$ cat src/rtl/poly_pkg.sv
`default_nettype none
// +--------------------------------------------------------------------------+
// | Module   : poly_pkg                                                      |
// | Purpose  : Shared constants, op decode type and mod-Q negation helper    |
// |            for the polynomial multiplier datapath.                       |
// | Revision : 1.0 - initial release                                         |
// +--------------------------------------------------------------------------+
package poly_pkg;

  localparam int N_DEFAULT = 8;
  localparam int W_DEFAULT = 8;
  localparam int Q_DEFAULT = 256;
  localparam int CNT_W     = $clog2(N_DEFAULT);

  // Decoded per-cycle action of a CSR bank.
  typedef enum logic [1:0] {
    OP_HOLD = 2'd0,
    OP_LOAD = 2'd1,
    OP_ROT  = 2'd2
  } csr_op_e;

  // Additive inverse mod q for a reduced coefficient (c < q).
  // Zero maps to zero rather than to q.
  function automatic logic [31:0] neg_mod(input logic [31:0] c, input logic [31:0] q);
    return (c == 32'd0) ? 32'd0 : (q - c);
  endfunction

endpackage
`default_nettype wire

$ cat src/rtl/poly_coef_neg.sv
`default_nettype none
// +--------------------------------------------------------------------------+
// | Module   : poly_coef_neg                                                 |
// | Purpose  : Combinational W-bit negation modulo Q.                        |
// | Ports    : i_coef     [W-1:0] reduced coefficient in                     |
// |            o_coef_neg [W-1:0] (Q - i_coef) mod Q                         |
// | Revision : 1.0 - initial release                                         |
// +--------------------------------------------------------------------------+
module poly_coef_neg
  import poly_pkg::*;
#(
  parameter int W = W_DEFAULT,
  parameter int Q = Q_DEFAULT
) (
  input  logic [W-1:0] i_coef,
  output logic [W-1:0] o_coef_neg
);

  // With i_coef < Q <= 2^W the result always fits in W bits, so the
  // truncation never drops significant bits.
  assign o_coef_neg = W'(neg_mod(32'(i_coef), 32'(Q)));

endmodule
`default_nettype wire

$ cat src/rtl/poly_csr_bank.sv
`default_nettype none
// +--------------------------------------------------------------------------+
// | Module   : poly_csr_bank                                                 |
// | Purpose  : Circular shift register bank holding one polynomial's N       |
// |            coefficients; rotates toward index 0 on en, optionally        |
// |            negating the wrapped coefficient (ring Z_Q[x]/(x^N+1)).       |
// | Ports    : clk      rising-edge clock                                    |
// |            reset    asynchronous active-low reset                        |
// |            load     parallel load strobe (wins over en)                  |
// |            en       rotate-by-one strobe                                 |
// |            din      N*W packed coefficients, coeff i at [i*W +: W]       |
// |            head     coefficient at position 0                            |
// |            dout     full contents, same packing as din                   |
// |            rot_cnt  rotations since last load, mod N                     |
// |            wrap     one-cycle pulse after rot_cnt returns to 0           |
// |            phase    1 = contents negated w.r.t. loaded polynomial        |
// |            valid    bank holds loaded data                               |
// | Revision : 1.0 - initial release                                         |
// +--------------------------------------------------------------------------+
module poly_csr_bank
  import poly_pkg::*;
#(
  parameter int N          = N_DEFAULT,
  parameter int W          = W_DEFAULT,
  parameter int Q          = Q_DEFAULT,
  parameter int NEGACYCLIC = 1
) (
  input  logic                   clk,
  input  logic                   reset,
  input  logic                   load,
  input  logic                   en,
  input  logic [N*W-1:0]         din,
  output logic [W-1:0]           head,
  output logic [N*W-1:0]         dout,
  output logic [$clog2(N)-1:0]   rot_cnt,
  output logic                   wrap,
  output logic                   phase,
  output logic                   valid
);

  localparam int                 c_cnt_w    = $clog2(N);
  localparam logic [c_cnt_w-1:0] c_cnt_last = c_cnt_w'(N - 1);

  logic [N*W-1:0]     r_dout;
  logic [c_cnt_w-1:0] r_rot_cnt;
  logic               r_wrap;
  logic               r_phase;
  logic               r_valid;

  csr_op_e            w_op;
  logic [W-1:0]       w_tail;
  logic               w_phase_flip;

  // Rotation is only meaningful once data has been loaded.
  always_comb begin
    w_op = OP_HOLD;
    if (load) begin
      w_op = OP_LOAD;
    end else if (en && r_valid) begin
      w_op = OP_ROT;
    end
  end

  // Value re-entering at index N-1: coefficient 0 moves past x^N, which is
  // -1 in the negacyclic ring.
  generate
    if (NEGACYCLIC != 0) begin : g_neg
      poly_coef_neg #(
        .W (W),
        .Q (Q)
      ) u_coef_neg (
        .i_coef     (r_dout[W-1:0]),
        .o_coef_neg (w_tail)
      );
      assign w_phase_flip = ~r_phase;
    end else begin : g_cyc
      assign w_tail       = r_dout[W-1:0];
      assign w_phase_flip = 1'b0;
    end
  endgenerate

  always_ff @(posedge clk or negedge reset) begin
    if (!reset) begin
      r_dout    <= '0;
      r_rot_cnt <= '0;
      r_wrap    <= 1'b0;
      r_phase   <= 1'b0;
      r_valid   <= 1'b0;
    end else begin
      r_wrap <= 1'b0;
      unique case (w_op)
        OP_LOAD: begin
          r_dout    <= din;
          r_rot_cnt <= '0;
          r_phase   <= 1'b0;
          r_valid   <= 1'b1;
        end
        OP_ROT: begin
          r_dout    <= {w_tail, r_dout[N*W-1:W]};
          // N is a power of two, so the natural overflow is the mod-N wrap.
          r_rot_cnt <= r_rot_cnt + c_cnt_w'(1);
          if (r_rot_cnt == c_cnt_last) begin
            r_wrap  <= 1'b1;
            r_phase <= w_phase_flip;
          end
        end
        default: begin
        end
      endcase
    end
  end

  assign head    = r_dout[W-1:0];
  assign dout    = r_dout;
  assign rot_cnt = r_rot_cnt;
  assign wrap    = r_wrap;
  assign phase   = r_phase;
  assign valid   = r_valid;

endmodule
`default_nettype wire

$ cat config.mk
export PLATFORM = sky130hd
export DESIGN_NAME = poly_csr_bank
export DESIGN_NICKNAME = d
export VERILOG_FILES = /design/src/rtl/poly_pkg.sv /design/src/rtl/poly_coef_neg.sv /design/src/rtl/poly_csr_bank.sv
export SDC_FILE = /design/constraint.sdc
export NUM_CORES = 1
export LEC_CHECK = 0
export ABC_CLOCK_PERIOD_IN_PS = 5060
export BUFFER_PORTS_ARGS = -buffer_cell sky130_fd_sc_hd__buf_2
export CORE_MARGIN = 2
export CORE_UTILIZATION = 51
export CTS_BUF_LIST = sky130_fd_sc_hd__clkbuf_4 sky130_fd_sc_hd__clkbuf_8
export CTS_CLUSTER_SIZE = 25
export DETAILED_ROUTE_END_ITERATION = 10
export GPL_ROUTABILITY_DRIVEN = 0
export HOLD_SLACK_MARGIN = 0.05
export PLACE_DENSITY = 0.85
export SETUP_SLACK_MARGIN = 0.02
export SYNTH_ARGS = -nofsm -noshare
export SYNTH_HDL_FRONTEND = slang
export SYNTH_SLANG_ARGS = --single-unit
$ cat constraint.sdc
create_clock -name clk -period 5.06 [get_ports clk]
set_clock_uncertainty 0.1 [all_clocks]
set_input_delay 0.759 -clock clk [delete_from_list [all_inputs] [get_ports clk]]
set_output_delay 0.759 -clock clk [all_outputs]
set_load 0.03 [all_outputs]
==> reports/metrics.yaml <==
num_rows: 29
fin_cells: 541
worst-r2r-cell-count: 4
cts_root_buffer: "clkbuf_8"
max-cap-violations: 0
nFillCells: 543
antennaDiodeCount: 0
hpwl_um: 5920
die_x_um: 85.3
crit_required_ns: 5.19
post_cts_buffers: 0
clock_latency_ns: 0.34
areaGrowthSynthToFinish_pct: 26.0
drive_gt1_frac: 0.358
antenna_found_initial: 0
io_pins: 146
routed_wl_um: 8380
r2r_end: "dout[56]"
synth.yosys.seq_area_share: 0.519
startpoint_type: "input pin"
ctsResizeCount: 0
peakVddDrop_v: 0.000267
worstHoldPathType: "in2async"
dieHeight_um: 85.3
globalRouteOverflowTotal: 0
worst_slew_pin_slew_ns: 0.965
rsz0062_at_grt: "false"
synthCells: 333
fin_nets: 530
synth_nets: 404
vias: 2883
regToRegSetupSlack_ns: 3.14
cts_tree: "built"
cp_max_fo: 60
cts_hold_buf: 0
initial_utilization: 0.528
finalHoldViolCount: 0
fmax_mhz: 499
grt_max_degree: 73
drtIter0Drc: 156
clkSinkCount: 70
leakagePower_nw: 2.26
numCtsBuffers: 9
setup_viol: 0
dieArea_um2: 7280
power_density_nw_per_um2: 357
clockBufferDepth: 2
syn_area_per_cell_um2: 10.1
layout_common_cells: "143 x buf_2, 70 x dfrtp_1, 68 x nand2_1"
cts.clk_slew.worst_paths_ns: 0.07
arrival_ns: 2.13
first_global_vias: 2760
ant_nets: 0
drc: 0
slew_headroom: 0.356
worstSetupEndpointType: "flop"
core_area_um2: 6390
worstReg2RegStart: "valid"
synth.ff_latch_count: 70
post_drt_wl_per_cell_um: 15.5
grt.total_usage: 0.239
ys.warnings.count: 0
fin_setup_tns_ns: 0
numPlacedInstances: 525
final_common_cell: "buf_2"
portBuffers: 145
ys_types: 28
critPathKind: "in2reg"
syn_area_um2: 3370
vias_per_cell: 5.33
grt_first_pass_wirelength_um: 13600
layout_min_cycle_time_ns: 2.00
slew_violations: 0
h-tree-depth: 3
first_pass_iters: 5
status: "finished clean"
min_period_over_period: 0.396
-- final cells by class --
cell class | instances | area (um2) | area share
Clock inverter | 4 | 45.0 | 0.0106
Inverter | 3 | 11.3 | 0.00265
Sequential cell | 70 | 1750 | 0.412
Multi-Input combinational cell | 229 | 1450 | 0.341
Clock buffer | 12 | 159 | 0.0374
Tap cell | 77 | 96.3 | 0.0227
Timing Repair Buffer | 146 | 738 | 0.174
-- per-layer routing --
metal  GRT usage  wire [um]  vias to the layer above
met1       0.314       3590                     1361
met5           0          0                        -
met2       0.391       4060                      124
li1            -          -                     1384
met3      0.0506        576                       14
met4      0.0938        145                        0
-- power by group --
group	internal [mW]	switching (mW)	leakage, nW
sequential	0.617	0.0620	0.855
clock	0.258	0.202	0.110
combinational	0.129	0.250	1.29
-- cells by family (layout without fill, tap and decap cells) --
kind of cell / Yosys count / after routing / synth area share
AND/OR/NAND/NOR: 90 / 90 / 0.115
AO/OA/AOI/OAI: 73 / 73 / 0.116
flip-flops: 70 / 70 / 0.519
multiplexers: 57 / 57 / 0.169
buffers and inverters: 34 / 165 / 0.0538
XOR/XNOR: 6 / 6 / 0.0156
adder cells (fa/ha/maj): 3 / 3 / 0.0111
-- cells in the mapped netlist --
library cell | count | area, um2
dfrtp_1 | 70 | 1750
nand2_1 | 69 | 259
o21ai_1 | 59 | 295
mux2i_1 | 57 | 571
clkbuf_1 | 14 | 52.6
buf_4 | 8 | 60.1
buf_2 | 7 | 35.0
nor2_1 | 7 | 26.3
a21oi_1 | 6 | 30.0
a221o_1 | 4 | 40.0
or3_1 | 4 | 25.0
xor2_1 | 4 | 35.0
ha_1 | 3 | 37.5
inv_1 | 3 | 11.3
and2_1 | 2 | 12.5
buf_6 | 2 | 22.5
o21ai_0 | 2 | 10.0
xnor2_1 | 2 | 17.5
a21o_1 | 1 | 7.51
nand2b_2 | 1 | 8.76
nand3_1 | 1 | 5.00
nor2_4 | 1 | 11.3
nor2b_1 | 1 | 6.26
nor3b_1 | 1 | 7.51
o31a_1 | 1 | 8.76
or2_1 | 1 | 6.26
or3_4 | 1 | 11.3
or4_1 | 1 | 7.51
-- worst max-delay path by stage --
stage                     startpoint        to  slack (ns)
after floorplan              dout[2]  dout[61]        3.10
after global routing            load   dout[0]        2.94
final                             en  dout[56]        3.06
after CTS                         en  dout[56]        3.05
after global placement            en  dout[56]        2.72
after detailed placement          en  dout[56]        2.68
-- sequential cells by signal (all words and copies together) (netlist names) --
signal / flops
wrap: 1
dout: 64
phase: 1
valid: 1
rot_cnt: 3
-- metrics by stage --
stage                      util  setup slack (ns)  total power [mW]  cell area, um2  hold slack [ns]
after global routing      0.665              2.94              1.60            4250            0.471
after detailed placement  0.633              2.68              1.07            4040            0.432
after global placement    0.633              2.72              1.06            4040            0.416
after CTS                 0.665              3.05              1.53            4250            0.448
final                     0.665              3.06              1.52            4250            0.431
after floorplan               -              3.10             0.937            3370            0.363
-- critical path: stages --
cell and delay (ns):
buf_2 0.12, nand2_4 0.69, nor2_4 0.05, o31a_1 0.16, a221o_1 0.33
Note: power is estimated with default switching activity, not from simulation.
